[src/rtl/valid_data_unloader_if.sv]
// Write-strobe / valid-ready handshake bundle for valid_data_unloader.
// slave = the buffer; master = producer/consumer side.
interface valid_data_unloader_if #(
  parameter int BIT_OF_DATA = 8,
  parameter int DEPTH = 4
) ();

  localparam int CW = $clog2(DEPTH) + 1;

  logic                   load_data;
  logic [BIT_OF_DATA-1:0] data_in;
  logic                   full;
  logic [BIT_OF_DATA-1:0] data_out;
  logic                   data_valid;
  logic                   data_ready;
  logic [CW-1:0]          count;
  logic                   overflow;
  logic                   ovf_clr;

  modport master (
    output load_data,
    output data_in,
    output data_ready,
    output ovf_clr,
    input  full,
    input  data_out,
    input  data_valid,
    input  count,
    input  overflow
  );

  modport slave (
    input  load_data,
    input  data_in,
    input  data_ready,
    input  ovf_clr,
    output full,
    output data_out,
    output data_valid,
    output count,
    output overflow
  );

endinterface

[src/rtl/valid_data_unloader.sv]
// First-word fall-through FIFO with valid/ready unload side.
// Sticky overflow flag only when VALID_DATA_UNLOADER_OVF_EN is defined.
module valid_data_unloader #(
  parameter int                     BIT_OF_DATA = 8,
  parameter int                     DEPTH = 4,
  parameter logic [BIT_OF_DATA-1:0] DEF_VALUE = '0
) (
  input logic                  clk,
  input logic                  rst,
  valid_data_unloader_if.slave bus
);

  localparam int PW = $clog2(DEPTH);
  localparam int CW = PW + 1;
  localparam logic [CW-1:0] FULL_CNT = CW'(DEPTH);

  logic [BIT_OF_DATA-1:0] mem [DEPTH];
  logic [PW-1:0]          wr_ptr;
  logic [PW-1:0]          rd_ptr;
  logic [CW-1:0]          cnt;
  logic                   is_empty;
  logic                   is_full;
  logic                   pop;
  logic                   push;
  logic                   drop;

  assign is_empty = (cnt == '0);
  assign is_full  = (cnt == FULL_CNT);
  assign pop      = !is_empty && bus.data_ready;
  // A pop frees a slot in the same cycle, so full does not block it.
  assign push     = bus.load_data && (!is_full || pop);
  assign drop     = bus.load_data && !push;

  always_ff @(posedge clk) begin
    if (rst) begin
      wr_ptr <= '0;
      rd_ptr <= '0;
      cnt    <= '0;
    end else begin
      if (push) wr_ptr <= wr_ptr + PW'(1);
      if (pop)  rd_ptr <= rd_ptr + PW'(1);
      case ({push, pop})
        2'b10:   cnt <= cnt + CW'(1);
        2'b01:   cnt <= cnt - CW'(1);
        default: cnt <= cnt;
      endcase
    end
  end

  always_ff @(posedge clk) begin
    if (!rst && push) mem[wr_ptr] <= bus.data_in;
  end

  assign bus.full       = is_full;
  assign bus.data_valid = !is_empty;
  assign bus.count      = cnt;
  assign bus.data_out   = is_empty ? DEF_VALUE : mem[rd_ptr];

`ifdef VALID_DATA_UNLOADER_OVF_EN
  logic ovf_q;

  // A drop wins over a clear in the same cycle.
  always_ff @(posedge clk) begin
    if (rst) begin
      ovf_q <= 1'b0;
    end else if (drop) begin
      ovf_q <= 1'b1;
    end else if (bus.ovf_clr) begin
      ovf_q <= 1'b0;
    end
  end

  assign bus.overflow = ovf_q;
`else
  logic unused_ovf;

  assign unused_ovf   = bus.ovf_clr | drop;
  assign bus.overflow = 1'b0;
`endif

endmodule

[src/flat_wrapper.sv]
// flat-port wrapper written by rule: the top's interface ports become plain ports
module valid_data_unloader_flat 
#(
  parameter int                     BIT_OF_DATA = 8,
  parameter int                     DEPTH = 4,
  parameter logic [BIT_OF_DATA-1:0] DEF_VALUE = '0
)
  (clk, rst, bus_load_data, bus_data_in, bus_data_ready, bus_ovf_clr, bus_full, bus_data_out, bus_data_valid, bus_count, bus_overflow);
  valid_data_unloader_if #(.BIT_OF_DATA(BIT_OF_DATA), .DEPTH(DEPTH)) bus_i ();
  input logic clk;
  input logic rst;
  input wire logic [$bits(bus_i.load_data)-1:0] bus_load_data;
  input wire logic [$bits(bus_i.data_in)-1:0] bus_data_in;
  input wire logic [$bits(bus_i.data_ready)-1:0] bus_data_ready;
  input wire logic [$bits(bus_i.ovf_clr)-1:0] bus_ovf_clr;
  output wire logic [$bits(bus_i.full)-1:0] bus_full;
  output wire logic [$bits(bus_i.data_out)-1:0] bus_data_out;
  output wire logic [$bits(bus_i.data_valid)-1:0] bus_data_valid;
  output wire logic [$bits(bus_i.count)-1:0] bus_count;
  output wire logic [$bits(bus_i.overflow)-1:0] bus_overflow;
  assign bus_i.load_data = bus_load_data;
  assign bus_i.data_in = bus_data_in;
  assign bus_i.data_ready = bus_data_ready;
  assign bus_i.ovf_clr = bus_ovf_clr;
  assign bus_full = bus_i.full;
  assign bus_data_out = bus_i.data_out;
  assign bus_data_valid = bus_i.data_valid;
  assign bus_count = bus_i.count;
  assign bus_overflow = bus_i.overflow;
  valid_data_unloader #(.BIT_OF_DATA(BIT_OF_DATA), .DEPTH(DEPTH), .DEF_VALUE(DEF_VALUE)) u_core (.clk(clk), .rst(rst), .bus(bus_i));
endmodule
[config.mk]
export PLATFORM = sky130hd
export DESIGN_NAME = valid_data_unloader_flat
export DESIGN_NICKNAME = d
export VERILOG_FILES = /design/src/rtl/valid_data_unloader_if.sv /design/src/rtl/valid_data_unloader.sv /design/src/flat_wrapper.sv
export SDC_FILE = /design/constraint.sdc
export NUM_CORES = 1
export LEC_CHECK = 0
export CELL_PAD_IN_SITES_DETAIL_PLACEMENT = 0
export CELL_PAD_IN_SITES_GLOBAL_PLACEMENT = 1
export CORE_MARGIN = 2
export CORE_UTILIZATION = 35
export DETAILED_ROUTE_END_ITERATION = 10
export PLACE_DENSITY = 0.64
export SLEW_MARGIN = 5
export SYNTH_ARGS = -nofsm -noshare
export SYNTH_HDL_FRONTEND = slang
export SYNTH_SLANG_ARGS = --single-unit
export TNS_END_PERCENT = 50
[constraint.sdc]
create_clock -name clk -period 3.69 [get_ports clk]
set_input_delay 0.738 -clock clk [delete_from_list [all_inputs] [get_ports clk]]
set_output_delay 0.738 -clock clk [all_outputs]
set_load 0.01 [all_outputs]
# Word-level counts from Yosys, hierarchy flattened
# Memory sizes are Yosys's and may differ from the RTL's. A register that Yosys moved wholly into a read port is not among the register bits.
# Index checks and enable logic that the tools add are counted.
# totals
mem_bits_rw,32
n_memories,1
output_inout_bits,14
in_bits,13
ff_bits,7
wordCells,26
# memory_table
memory,words,width,read_ports,rd_ports_with_merged_regs,write_ports,line,rtl
u_core.mem,4,8,1,1,1,valid_data_unloader.sv:17,logic [BIT_OF_DATA-1:0] mem [DEPTH];
# classes
reduce_logical,9
muxes,6
add_sub_neg,4
n_eq_ne,3
# op_table
operator,count
$mux W8,1
$pmux W3 S2,1
$add A2 B1 Y2 const B,2
$mux W2,2
$add A3 B1 Y3 const B,1
$eq A3 B3 Y1 const B,1
$logic_and A1 B1 Y1,3
$logic_not A1 Y1,3
$logic_not A3 Y1,1
$sub A3 B1 Y3 const B,1
$eq A2 B1 Y1 const B,1
$eq A2 B2 Y1 const B,1
$mux W1,2
$reduce_bool A2 Y1,1
$logic_or A1 B1 Y1,1

# Longest topological paths before layout
# depth
ltp_word,8
ltp_mapped,9
depth_no_buf,9

# Worst setup path before layout
# No wires, ideal clock.
# synth_path
path_kind,register to register
startpoint,register u_core.cnt[2] (netlist: u_core.bus.count[2])
endpoint,register u_core.cnt[2] (netlist: u_core.bus.count[2])
arrival_time_ns,2.387
slack_ns,1.232
stages_incl_launch_ff,10
setup_time_ns,0.071
period_less_slack_ns,2.458
required_time_ns,3.619
path_cell_list,dfxtp_1 or3b_1 o21a_1 inv_1 ha_1 inv_1 fa_1 xor2_1 or3_2 a21oi_1
# synth_between
elab_chain_len,7
elab_cells_between_ends,13
cone_classes,add/sub: 2; eq/ne: 3; mux: 1; reduce/logical: 7
# synth_rtl
element,line,rtl
from (decl),valid_data_unloader.sv:20,logic [CW-1:0] cnt;
from (signal assigned),valid_data_unloader.sv:43,2'b10: cnt <= cnt + CW'(1);
from (signal assigned),valid_data_unloader.sv:44,2'b01: cnt <= cnt - CW'(1);
from (signal assigned),valid_data_unloader.sv:45,default: cnt <= cnt;
$logic_not A3 Y1,valid_data_unloader.sv:27,assign is_empty = (cnt == '0);
$logic_not A1 Y1,valid_data_unloader.sv:29,assign pop = !is_empty && bus.data_ready;
$logic_and A1 B1 Y1,valid_data_unloader.sv:29,
$logic_or A1 B1 Y1,valid_data_unloader.sv:31,assign push = bus.load_data && (!is_full || pop);
$logic_and A1 B1 Y1,valid_data_unloader.sv:31,
$eq A2 B1 Y1 or $eq A2 B2 Y1 (tied branches),valid_data_unloader.sv:42,"case ({push, pop})"
$pmux W3 S2 or $reduce_bool A2 Y1 (tied branches),--,
# Parallel ways exist; a longest one is shown, timed or not.
# A chain may end at the register's enable or synchronous reset.

==> results.cfg <==
[clock_tree]
clk_latency_ps = 280
post_cts_hold_buffer_count = 0
clk_transition_reported_paths_ps = 70
tritoncts_clock_tree = built
postCtsResizedCells = 0
htree_num_levels = 2
cts-root-buf = sky130_fd_sc_hd__clkbuf_8
cts-buffers-inserted = 5
cts.sink_count = 41
clock_tree.buffer_depth = 2
post_cts.repair.setup_buffers = 0

[power]
power.switching_mw = 0.374
power.ir.vdd_worst_mv = 0.258
power.share.switching_pct = 26.9
pwr-share-seq_pct = 42.7
share_clk_of_total_power_pct = 25.9
power.share.combinational_pct = 31.4
p_per_area_nw_per_um2 = 642
cellInternalPower_mw = 1.01
cellLeakagePower_nw = 0.747

[floorplanning]
fp-row-count = 25
chipHeight_um = 73.8
chipWidth_um = 73.8
initial_util_pct = 36.1
coreArea_um2 = 4720
design.die.area_um2 = 5450
ports_placed_on_the_boundary = 27

[placement]
io_buffers = 24
dpl.cell_count = 199
pre_cts_slack_ps = 618
gp_congestion = 0.773
dp_hpwl_um = 1900

[sta]
post-route-period-util_pct = 78.5
fin_skew_ps = 4.46
minimum_hold_slack_ps = 494
setup-violations-final = 0
slew_headroom_pct = 62.5
report.final.hold_viol_count = 0
grt_setup_unrepaired = no
worst_slew_pin_slew_ps = 561
layout_min_cycle_time_ps = 2900
fin_ws_ps = 795
setup_tns_final_ps = 0
max_freq_mhz = 345
final_max_slew_viol_count = 0

[setup_path]
timing.critical_path.slowest_cell_delay_ps = 680
path_cells = mux4_2 > nor2b_1 > clkdlybuf4s50_1
cp_data_required_time_ps = 2950
critical_path_endpoint_category = output pin
reg2regPathDepth = 9
timing.critical_path.fanout_max = 8
critical_path_class = reg2out
slowest_library_cell_on_the_worst_path = sky130_fd_sc_hd__dfxtp_1
worst_setup_path_start_kind = flop
critical_path_arrival_ps = 2160

[synth]
synth.cell_area_um2 = 1710
synth_seq_area_share_pct = 66.9
fraction_of_the_mapped_netlist_area_in_compound_gates_pct = 2.35
muxShareOfSynthArea_pct = 12.0
ys_warn_count = 0
synth_cell_types = 26
postSynthAreaPerCell_um2 = 15.8
synthSimpleGateAreaFrac_pct = 8.80
synth_xor_area_share_pct = 1.54
synth_fp_nets = 127
postSynthRegisterBits = 41
synthesized_instance_count = 108
synth-adder-area-share_pct = 4.84
combinational_family_with_the_most_area_after_synthesis = multiplexers

[finish]
post_layout_nonfiller_instances = 207
filler_cell_count_in_the_final_layout = 426
diodes = 0
area.growth.synth_to_final_pct = 26.6
final_core_utilization_pct = 45.7
drive_gt1_share_pct = 15.7
num-nets-final = 158

[run_status]
outcome = complete, no violations

[global_route]
grt_antenna_before_repair = 0
grt_max_degree = 15
grt_pass1_vias = 891
grt_first_pass_wirelength_um = 4470
grt_usage_pct = 11.8
globalRouteOverflowTotal = 0

[routing]
dr_total_vias = 911
drt_pre_antenna_iters = 4
routed_wl_um = 2750
post_drt_via_cell_ratio = 4.40
initial_detailed_routing_violation_count = 61
drt-wirelength-per-cell_um = 13.3
detail_route.drc_violations = 0
drtAntennaViolNets = 0

[worst_hold_path]
worstHoldPathCells = 2
hold_path.class = reg2reg

[run]
timing.max_cap.violations = 0
==> flip-flops by register name, indices dropped and copies added, names as in the netlist, named ones only <==
| register | count |
|---|---|
| u_core.mem | 32 |
| u_core.rd_ptr | 2 |
| u_core.wr_ptr | 2 |
| u_core.bus.count | 3 |
==> path summary, 6_finish.rpt <==
check	startpoint	end	slack [ps]
worst max-delay path	flop	bus_data_out[0]	790
worst min register to register	u_core.rd_ptr[1]	u_core.rd_ptr[1]	490
worst min-delay path	u_core.rd_ptr[1]	u_core.rd_ptr[1]	490
worst max register to register	u_core.bus.count[2]	u_core.bus.count[2]	1080
==> logic make-up (layout without fill, tap and decap cells) <==
family | Yosys count | count (layout)
flip-flops | 41 | 41
AND/OR/NAND/NOR | 26 | 26
buffers and inverters | 14 | 46
multiplexers | 10 | 10
AO/OA/AOI/OAI | 7 | 7
adder cells (fa/ha/maj) | 6 | 6
XOR/XNOR | 3 | 3
other | 1 | 1
==> area by class of cell <==
type	instances	area [um2]	share of cell area (%)
clock buffer	7	86.3	4.00
clock inverter	1	30.0	1.39
inverter	9	33.8	1.56
multi-input combinational	53	508	23.5
sequential	41	1140	52.8
tap	67	83.8	3.88
timing repair buffer	29	278	12.9
==> critical path, delay by kind of cell (launching register included) <==
kind	cells	cell delay, ps
buffers and inverters	1	470
DFF	1	680
muxes	1	580
and+or+nand+nor	1	140
==> power by group through the flow <==
stage	clock [mW]	sequential (mW)	combinational [mW]
floorplan	0	0.578	0.258
global placement	0	0.603	0.439
detailed placement	0	0.606	0.444
CTS	0.375	0.596	0.445
global route	0.400	0.603	0.481
finish	0.360	0.592	0.436
==> stage by stage <==
stage | area (um2) | power, mW
CTS | 2160 | 1.42
global placement | 2040 | 1.04
detailed placement | 2040 | 1.05
finish | 2160 | 1.39
global route | 2160 | 1.48
floorplan | 1710 | 0.836
==> layer usage <==
| layer | global-route usage, % | vias up | wire (um) |
|---|---|---|---|
| li1 | - | 448 | - |
| met1 | 15.0 | 439 | 1190 |
| met2 | 18.3 | 18 | 1390 |
| met3 | 4.66 | 6 | 123 |
| met4 | 4.24 | 0 | 49 |
| met5 | 0 | - | 0 |
==> cell usage after synthesis <==
library cell	n	area share, %
sky130_fd_sc_hd__or3_1	1	0.37
sky130_fd_sc_hd__buf_2	1	0.29
sky130_fd_sc_hd__conb_1	1	0.22
sky130_fd_sc_hd__nor3_1	1	0.29
sky130_fd_sc_hd__or3b_1	1	0.51
sky130_fd_sc_hd__mux4_2	8	11
sky130_fd_sc_hd__buf_4	1	0.44
sky130_fd_sc_hd__nor2_1	7	1.5
sky130_fd_sc_hd__edfxtp_1	32	56
sky130_fd_sc_hd__nor3b_1	4	1.8
sky130_fd_sc_hd__or3_2	1	0.44
sky130_fd_sc_hd__o21a_1	1	0.44
sky130_fd_sc_hd__clkbuf_1	3	0.66
sky130_fd_sc_hd__a21oi_1	3	0.88
sky130_fd_sc_hd__o31ai_1	1	0.44
sky130_fd_sc_hd__mux2i_1	1	0.59
sky130_fd_sc_hd__fa_1	1	1.2
sky130_fd_sc_hd__dfxtp_1	9	11
sky130_fd_sc_hd__nor2b_1	8	2.9
sky130_fd_sc_hd__mux2_4	1	0.88
sky130_fd_sc_hd__ha_1	5	3.7
sky130_fd_sc_hd__inv_1	9	2.0
sky130_fd_sc_hd__nand2b_1	2	0.73
sky130_fd_sc_hd__nand2_1	1	0.22
sky130_fd_sc_hd__xor2_1	3	1.5
sky130_fd_sc_hd__o21ai_0	2	0.59
==> layout by cell type, fill, tap and decap left out, drive strengths merged, types with 2 or more instances in the layout <==
cell and count:
nor2 7, clkdlybuf4s50 24, nor2b 8, o21ai 2, mux4 8, edfxtp 32
nor3b 4, xor2 3, ha 5, dfxtp 9, nand2b 2, buf 5
clkbuf 7, a21oi 3, inv 9, or3 2
(Power assumes the default switching activity.)
